--- src/rtl/alu_exec_seq_if.sv ---
// Issue/result bus of the execute-stage ALU. The issuing stage drives the
// operands; the ALU drives the result and status flags.
interface alu_exec_seq_if #(
  parameter int WIDTH = 16
);
  // Both channels use valid/ready. A transfer happens on a rising edge where
  // valid && ready. The sender holds valid and its payload steady until that
  // edge. Ready never depends combinationally on valid.
  logic             in_valid;
  logic             in_ready;
  logic [1:0]       opcode;
  logic [WIDTH-1:0] rs1_val;
  logic [WIDTH-1:0] rs2_val;
  logic             out_valid;
  logic             out_ready;
  logic [WIDTH-1:0] result;
  logic [WIDTH-1:0] result_hi;
  logic             carry;
  logic             div_by_zero;

  modport master (
    output in_valid, opcode, rs1_val, rs2_val, out_ready,
    input  in_ready, out_valid, result, result_hi, carry, div_by_zero
  );

  modport slave (
    input  in_valid, opcode, rs1_val, rs2_val, out_ready,
    output in_ready, out_valid, result, result_hi, carry, div_by_zero
  );
endinterface

--- src/rtl/alu_exec_seq.sv ---
// Execute-stage unsigned ALU: single-cycle add/sub, 16-step shift-add multiply
// and restoring divide, with a registered result held until it is consumed.
module alu_exec_seq #(
  parameter int WIDTH = 16
) (
  input  logic                clk,
  input  logic                rst_n,
  alu_exec_seq_if.slave       bus,
  output logic [1:0]          o_state
);
  localparam int CNT_W = $clog2(WIDTH);

  typedef enum logic [1:0] {
    S_IDLE = 2'd0,
    S_ITER = 2'd1,
    S_DONE = 2'd2
  } state_t;

  state_t             r_state;
  logic               r_is_div;
  logic [CNT_W-1:0]   r_cnt;
  logic [WIDTH-1:0]   r_opa;     // multiplicand, or divisor
  logic [WIDTH-1:0]   r_opb;     // multiplier, or dividend shifting into quotient
  logic [2*WIDTH-1:0] r_acc;     // product accumulator, or remainder in the low half
  logic [WIDTH-1:0]   r_result;
  logic [WIDTH-1:0]   r_result_hi;
  logic               r_carry;
  logic               r_dbz;

  logic [WIDTH:0]     w_sum;
  logic [WIDTH:0]     w_diff;
  logic [2*WIDTH-1:0] w_addend;
  logic [2*WIDTH-1:0] w_acc_next;
  logic [WIDTH:0]     w_rem_sh;
  logic [WIDTH:0]     w_rem_sub;
  logic               w_ge;
  logic [WIDTH-1:0]   w_rem_next;
  logic [WIDTH-1:0]   w_quo_next;
  logic               w_last;

  assign w_sum  = {1'b0, bus.rs1_val} + {1'b0, bus.rs2_val};
  assign w_diff = {1'b0, bus.rs1_val} - {1'b0, bus.rs2_val};

  assign w_addend   = r_opb[0] ? ({{WIDTH{1'b0}}, r_opa} << r_cnt) : '0;
  assign w_acc_next = r_acc + w_addend;

  // The shifted remainder is below 2*divisor, so bit WIDTH of the trial
  // subtraction is set exactly when it went negative.
  assign w_rem_sh   = {r_acc[WIDTH-1:0], r_opb[WIDTH-1]};
  assign w_rem_sub  = w_rem_sh - {1'b0, r_opa};
  assign w_ge       = ~w_rem_sub[WIDTH];
  assign w_rem_next = w_ge ? w_rem_sub[WIDTH-1:0] : w_rem_sh[WIDTH-1:0];
  assign w_quo_next = {r_opb[WIDTH-2:0], w_ge};
  assign w_last     = (r_cnt == CNT_W'(WIDTH - 1));

  always_ff @(posedge clk or negedge rst_n) begin
    if (!rst_n) begin
      r_state     <= S_IDLE;
      r_is_div    <= 1'b0;
      r_cnt       <= '0;
      r_opa       <= '0;
      r_opb       <= '0;
      r_acc       <= '0;
      r_result    <= '0;
      r_result_hi <= '0;
      r_carry     <= 1'b0;
      r_dbz       <= 1'b0;
    end else begin
      case (r_state)
        S_IDLE: begin
          if (bus.in_valid) begin
            case (bus.opcode)
              2'b00: begin
                r_result    <= w_sum[WIDTH-1:0];
                r_carry     <= w_sum[WIDTH];
                r_result_hi <= '0;
                r_dbz       <= 1'b0;
                r_state     <= S_DONE;
              end
              2'b01: begin
                r_result    <= w_diff[WIDTH-1:0];
                r_carry     <= w_diff[WIDTH];
                r_result_hi <= '0;
                r_dbz       <= 1'b0;
                r_state     <= S_DONE;
              end
              2'b10: begin
                r_opa    <= bus.rs1_val;
                r_opb    <= bus.rs2_val;
                r_acc    <= '0;
                r_cnt    <= '0;
                r_is_div <= 1'b0;
                r_state  <= S_ITER;
              end
              default: begin
                if (bus.rs2_val == '0) begin
                  r_result    <= '1;
                  r_result_hi <= bus.rs1_val;
                  r_carry     <= 1'b0;
                  r_dbz       <= 1'b1;
                  r_state     <= S_DONE;
                end else begin
                  r_opa    <= bus.rs2_val;
                  r_opb    <= bus.rs1_val;
                  r_acc    <= '0;
                  r_cnt    <= '0;
                  r_is_div <= 1'b1;
                  r_state  <= S_ITER;
                end
              end
            endcase
          end
        end
        S_ITER: begin
          r_cnt <= r_cnt + 1'b1;
          if (r_is_div) begin
            r_acc <= {{WIDTH{1'b0}}, w_rem_next};
            r_opb <= w_quo_next;
          end else begin
            r_acc <= w_acc_next;
            r_opb <= r_opb >> 1;
          end
          if (w_last) begin
            r_carry <= 1'b0;
            r_dbz   <= 1'b0;
            r_state <= S_DONE;
            if (r_is_div) begin
              r_result    <= w_quo_next;
              r_result_hi <= w_rem_next;
            end else begin
              r_result    <= w_acc_next[WIDTH-1:0];
              r_result_hi <= w_acc_next[2*WIDTH-1:WIDTH];
            end
          end
        end
        S_DONE: begin
          if (bus.out_ready) r_state <= S_IDLE;
        end
        default: r_state <= S_IDLE;
      endcase
    end
  end

  assign bus.in_ready    = (r_state == S_IDLE);
  assign bus.out_valid   = (r_state == S_DONE);
  assign bus.result      = r_result;
  assign bus.result_hi   = r_result_hi;
  assign bus.carry       = r_carry;
  assign bus.div_by_zero = r_dbz;
  assign o_state         = r_state;
endmodule

--- src/flat_wrapper.sv ---
// flat-port wrapper written by rule: the top's interface ports become plain ports
module alu_exec_seq_flat 
#(
  parameter int WIDTH = 16
)
  (clk, rst_n, o_state, bus_in_valid, bus_opcode, bus_rs1_val, bus_rs2_val, bus_out_ready, bus_in_ready, bus_out_valid, bus_result, bus_result_hi, bus_carry, bus_div_by_zero);
  alu_exec_seq_if #(.WIDTH(WIDTH)) bus_i ();
  input  logic clk;
  input  logic rst_n;
  output logic [1:0] o_state;
  input wire logic [$bits(bus_i.in_valid)-1:0] bus_in_valid;
  input wire logic [$bits(bus_i.opcode)-1:0] bus_opcode;
  input wire logic [$bits(bus_i.rs1_val)-1:0] bus_rs1_val;
  input wire logic [$bits(bus_i.rs2_val)-1:0] bus_rs2_val;
  input wire logic [$bits(bus_i.out_ready)-1:0] bus_out_ready;
  output wire logic [$bits(bus_i.in_ready)-1:0] bus_in_ready;
  output wire logic [$bits(bus_i.out_valid)-1:0] bus_out_valid;
  output wire logic [$bits(bus_i.result)-1:0] bus_result;
  output wire logic [$bits(bus_i.result_hi)-1:0] bus_result_hi;
  output wire logic [$bits(bus_i.carry)-1:0] bus_carry;
  output wire logic [$bits(bus_i.div_by_zero)-1:0] bus_div_by_zero;
  assign bus_i.in_valid = bus_in_valid;
  assign bus_i.opcode = bus_opcode;
  assign bus_i.rs1_val = bus_rs1_val;
  assign bus_i.rs2_val = bus_rs2_val;
  assign bus_i.out_ready = bus_out_ready;
  assign bus_in_ready = bus_i.in_ready;
  assign bus_out_valid = bus_i.out_valid;
  assign bus_result = bus_i.result;
  assign bus_result_hi = bus_i.result_hi;
  assign bus_carry = bus_i.carry;
  assign bus_div_by_zero = bus_i.div_by_zero;
  alu_exec_seq #(.WIDTH(WIDTH)) u_core (.clk(clk), .rst_n(rst_n), .bus(bus_i), .o_state(o_state));
endmodule
--- config.mk ---
export PLATFORM = sky130hd
export DESIGN_NAME = alu_exec_seq_flat
export DESIGN_NICKNAME = d
export VERILOG_FILES = /design/src/rtl/alu_exec_seq_if.sv /design/src/rtl/alu_exec_seq.sv /design/src/flat_wrapper.sv
export SDC_FILE = /design/constraint.sdc
export NUM_CORES = 1
export LEC_CHECK = 0
export ABC_AREA = 1
export ABC_CLOCK_PERIOD_IN_PS = 3810
export CAP_MARGIN = 20
export CORE_MARGIN = 5
export CORE_UTILIZATION = 55
export CTS_BUF_LIST = sky130_fd_sc_hd__clkbuf_8
export DETAILED_ROUTE_END_ITERATION = 7
export PLACE_DENSITY = 0.83
export RECOVER_POWER = 50
export SETUP_SLACK_MARGIN = 0.5
export SLEW_MARGIN = 20
export SYNTH_ARGS = -nofsm -noshare
export SYNTH_HDL_FRONTEND = slang
export SYNTH_SLANG_ARGS = --single-unit
--- constraint.sdc ---
create_clock -name clk -period 3.81 [get_ports clk]
set_input_delay 0.9525 -clock clk [delete_from_list [all_inputs] [get_ports clk]]
set_output_delay 0.9525 -clock clk [all_outputs]
set_load 0.02 [all_outputs]
==> qor.yml <==
clocking:
  numCtsBuffers: 9
  clkTransAtPathRegs_ns: 0.12
  clock-sinks: 105
  cts_root_buf: "clkbuf_8"
  clock_latency_ns: 0.41
  hold_buffers: 0
  clockBufferDepth: 2
  h-tree-depth: 3
  cts_tree: "built"
placed_design:
  dpl.hpwl_mm: 33.6
  postPlaceCellArea_um2: 12500
  place_congestion: 1.08
  port_buffers: 75
logic_synthesis:
  netlist_instances: 1928
  synth_fp_nets: 2050
  syn_area_um2: 11400
  synth.area.top_cells: "nand2_1 24%, dfrtp_1 23%, inv_1 9.6%"
  synth-edff-count: 0
  synth.most_common_cell: "nand2_1"
  synth_common_cells: "713 x nand2_1, 291 x inv_1, 130 x nand3_1, 123 x nor2_1, 118 x o21ai_0"
  ys_warn_count: 0
  seq_area_frac_synth: 0.231
  synth.ff_latch_count: 105
  syn_avg_cell_area_um2: 5.91
  synth_top_cell_by_area: "nand2_1"
  ys.flop_type: "dfrtp_1"
  synth-async-reset-ratio: 1.00
  synth_cell_types: 51
  yosysTopAreaCellShare: 0.235
sta:
  grt_setup_unrepaired: "yes"
  fmax_mhz: 314
  tightest_slew_ns: 1.62
  fin_skew_ns: 0.0310
  hold_viol: 0
  fin_setup_tns_ns: 0
  slew_violations: 61
  setup_viol: 0
  finalCriticalPeriod_ns: 3.18
  slew_headroom: -0.0832
  post-route-period-util: 0.836
critical_path:
  cp.arrival_ns: 3.54
  r2r_slack_ns: 0.63
  startpoint: "u_core.r_opa[3]"
  ff2ff_path_depth: 19
  cp-endpoint: "u_core.bus.result[13]"
  critical_path_class: "reg2reg"
  critPathMaxFanout: 4
  rr_endpoint: "u_core.bus.result[13]"
  crit_path_end_kind: "register"
  r2r-start: "u_core.r_opa[3]"
  start_kind: "register"
  required_ns: 4.17
die:
  core-area_um2: 20300
  die_h_um: 154
  die_w_um: 154
  num_rows: 52
  start_util: 0.561
  io_pins: 76
  dieArea_um2: 23700
global_route:
  grt_pass1_vias: 12400
  grt.total_usage: 0.348
  antenna_found_initial: 0
  grt_pass1_wl_mm: 65.6
  gr-total-overflow: 0
  grt_max_degree: 61
layout:
  final_area_um2: 12900
  utilization: 0.637
  drive_gt1_frac: 0.0775
  nNetsFinal: 2116
  fillers: 1992
  diodes: 0
  syn_to_final_growth_pct: 13.6
routing:
  wl_per_cell_um: 18.5
  num_vias: 13200
  drc: 0
  drt-pass1-iter-count: 7
  wirelength_mm: 41.9
  viasPerCell: 5.80
  ant_nets: 0
  drt_iter0_markers: 1396
pwr:
  p_switching_mw: 5.39
  seq_power_share: 0.214
  peakVddDrop_uv: 290
  combinationalPowerShare: 0.712
  power_leakage_nw: 7.01
  swShare: 0.558
  power.share.clock: 0.074
  p_int_mw: 4.27
  p_per_area_nw_per_um2: 747
worst_hold_path:
  min_from: "u_core.bus.result[1]"
  hp-class: "reg2reg"
status:
  violations: "max-capacitance violations, max-slew violations"
  outcome: "complete, but fails checks"
run:
  cap_violations: 1
-- power groups by stage --
| stage | clock, mW | combinational (mW) | sequential (mW) |
|---|---|---|---|
| 2_1_floorplan | 0 | 4.27 | 2.08 |
| 3_3_place_gp | 0 | 6.26 | 2.05 |
| 3_5_place_dp | 0 | 6.40 | 2.05 |
| 4_1_cts | 0.713 | 6.44 | 2.04 |
| 5_1_grt | 0.759 | 7.58 | 2.10 |
| 6_report | 0.711 | 6.88 | 2.07 |
-- critical path, cell delays in order, from the launching register on --
cell,delay (ns)
dfrtp_1,0.45
inv_1,0.11
o21ai_2,0.19
inv_1,0.08
nand2_1,0.05
o21ai_0,0.14
or2_1,0.29
o22ai_1,0.21
ha_2,0.35
nand2_1,0.13
inv_1,0.07
nand2_1,0.09
inv_1,0.08
a21oi_2,0.19
nand2_2,0.11
nand2_1,0.09
nand3_2,0.12
a21oi_2,0.26
nand2_1,0.08
nand2_1,0.06
-- sequential cells by signal (all words and copies together) (netlist names) --
| name | flops |
|---|---|
| u_core.bus.result | 16 |
| u_core.r_opa | 16 |
| u_core.r_is_div | 1 |
| u_core.r_cnt | 4 |
| u_core.r_acc | 32 |
| u_core.r_opb | 16 |
| u_core.bus.div_by_zero | 1 |
| u_core.o_state | 2 |
| u_core.bus.carry | 1 |
| u_core.bus.result_hi | 16 |
-- cells by family after synthesis --
logic type,synth area share
AND/OR/NAND/NOR,0.386
buffers and inverters,0.124
AO/OA/AOI/OAI,0.151
flip-flops,0.231
adder cells (fa/ha/maj),0.0949
XOR/XNOR,0.0115
multiplexers,0.00187
-- per-stage QoR --
step / power (mW) / setup WS [ns] / hold WS, ns / std cells
final: 9.66 / 0.626 / 0.494 / 2269
after global routing: 10.4 / 0.274 / 0.511 / 2269
after detailed placement: 8.45 / 0.390 / 0.469 / 2241
after global placement: 8.31 / 0.403 / 0.466 / 2241
after floorplan: 6.35 / 1.10 / 0.446 / 1928
after CTS: 9.19 / 0.485 / 0.499 / 2257
-- worst min-delay path by stage --
stage / endpoint / slack, ns / depth (start not counted)
global placement: u_core.bus.result[1] / 0.47 / 2
floorplan: u_core.r_acc[16] / 0.45 / 2
CTS: u_core.bus.result[1] / 0.50 / 2
detailed placement: u_core.bus.result[11] / 0.47 / 2
finish: u_core.bus.result[1] / 0.49 / 2
global route: u_core.bus.result[1] / 0.51 / 2
-- placed cells by master, fill, tap and decap left out, types with 7 or more instances in the layout --
master,count
clkdlybuf4s50_1,55
clkbuf_8,11
or2_2,8
a21oi_1,110
inv_1,292
nand4_1,9
dfrtp_1,102
xor2_1,7
or2_0,10
nor3_1,14
nand3_2,14
nand2_1,702
ha_1,75
o22ai_1,19
o211ai_1,18
nand3b_1,16
o21ai_0,96
nor2_2,14
o21bai_1,8
nand2_2,18
o21ai_1,21
nand3_1,120
dlygate4sd3_1,19
nor2_1,110
buf_4,39
-- timing repair --
item,CTS,global route
resized for setup,6,75
setup buffers,0,12
pin swaps,0,20
endpoints found under the setup margin,4,42
-- routing by layer --
metal / wire length [um] / GRT usage / share of wire
met5: 0 / 0 / 0
met4: 3570 / 0.229 / 0.085
met2: 18100 / 0.548 / 0.43
met3: 4440 / 0.0638 / 0.11
met1: 15700 / 0.438 / 0.38
-- layout make-up --
| cell class | instances | area, um2 | share of cell area |
|---|---|---|---|
| inverters | 296 | 1110 | 0.0862 |
| multi-input cells | 1464 | 7560 | 0.584 |
| clock buffers | 11 | 151 | 0.0117 |
| well taps | 270 | 338 | 0.0261 |
| repair buffers | 118 | 1100 | 0.0853 |
| clock inverters | 5 | 36.3 | 0.00281 |
| flip-flops and latches | 105 | 2630 | 0.203 |
Power figures use the tool's default switching activity.
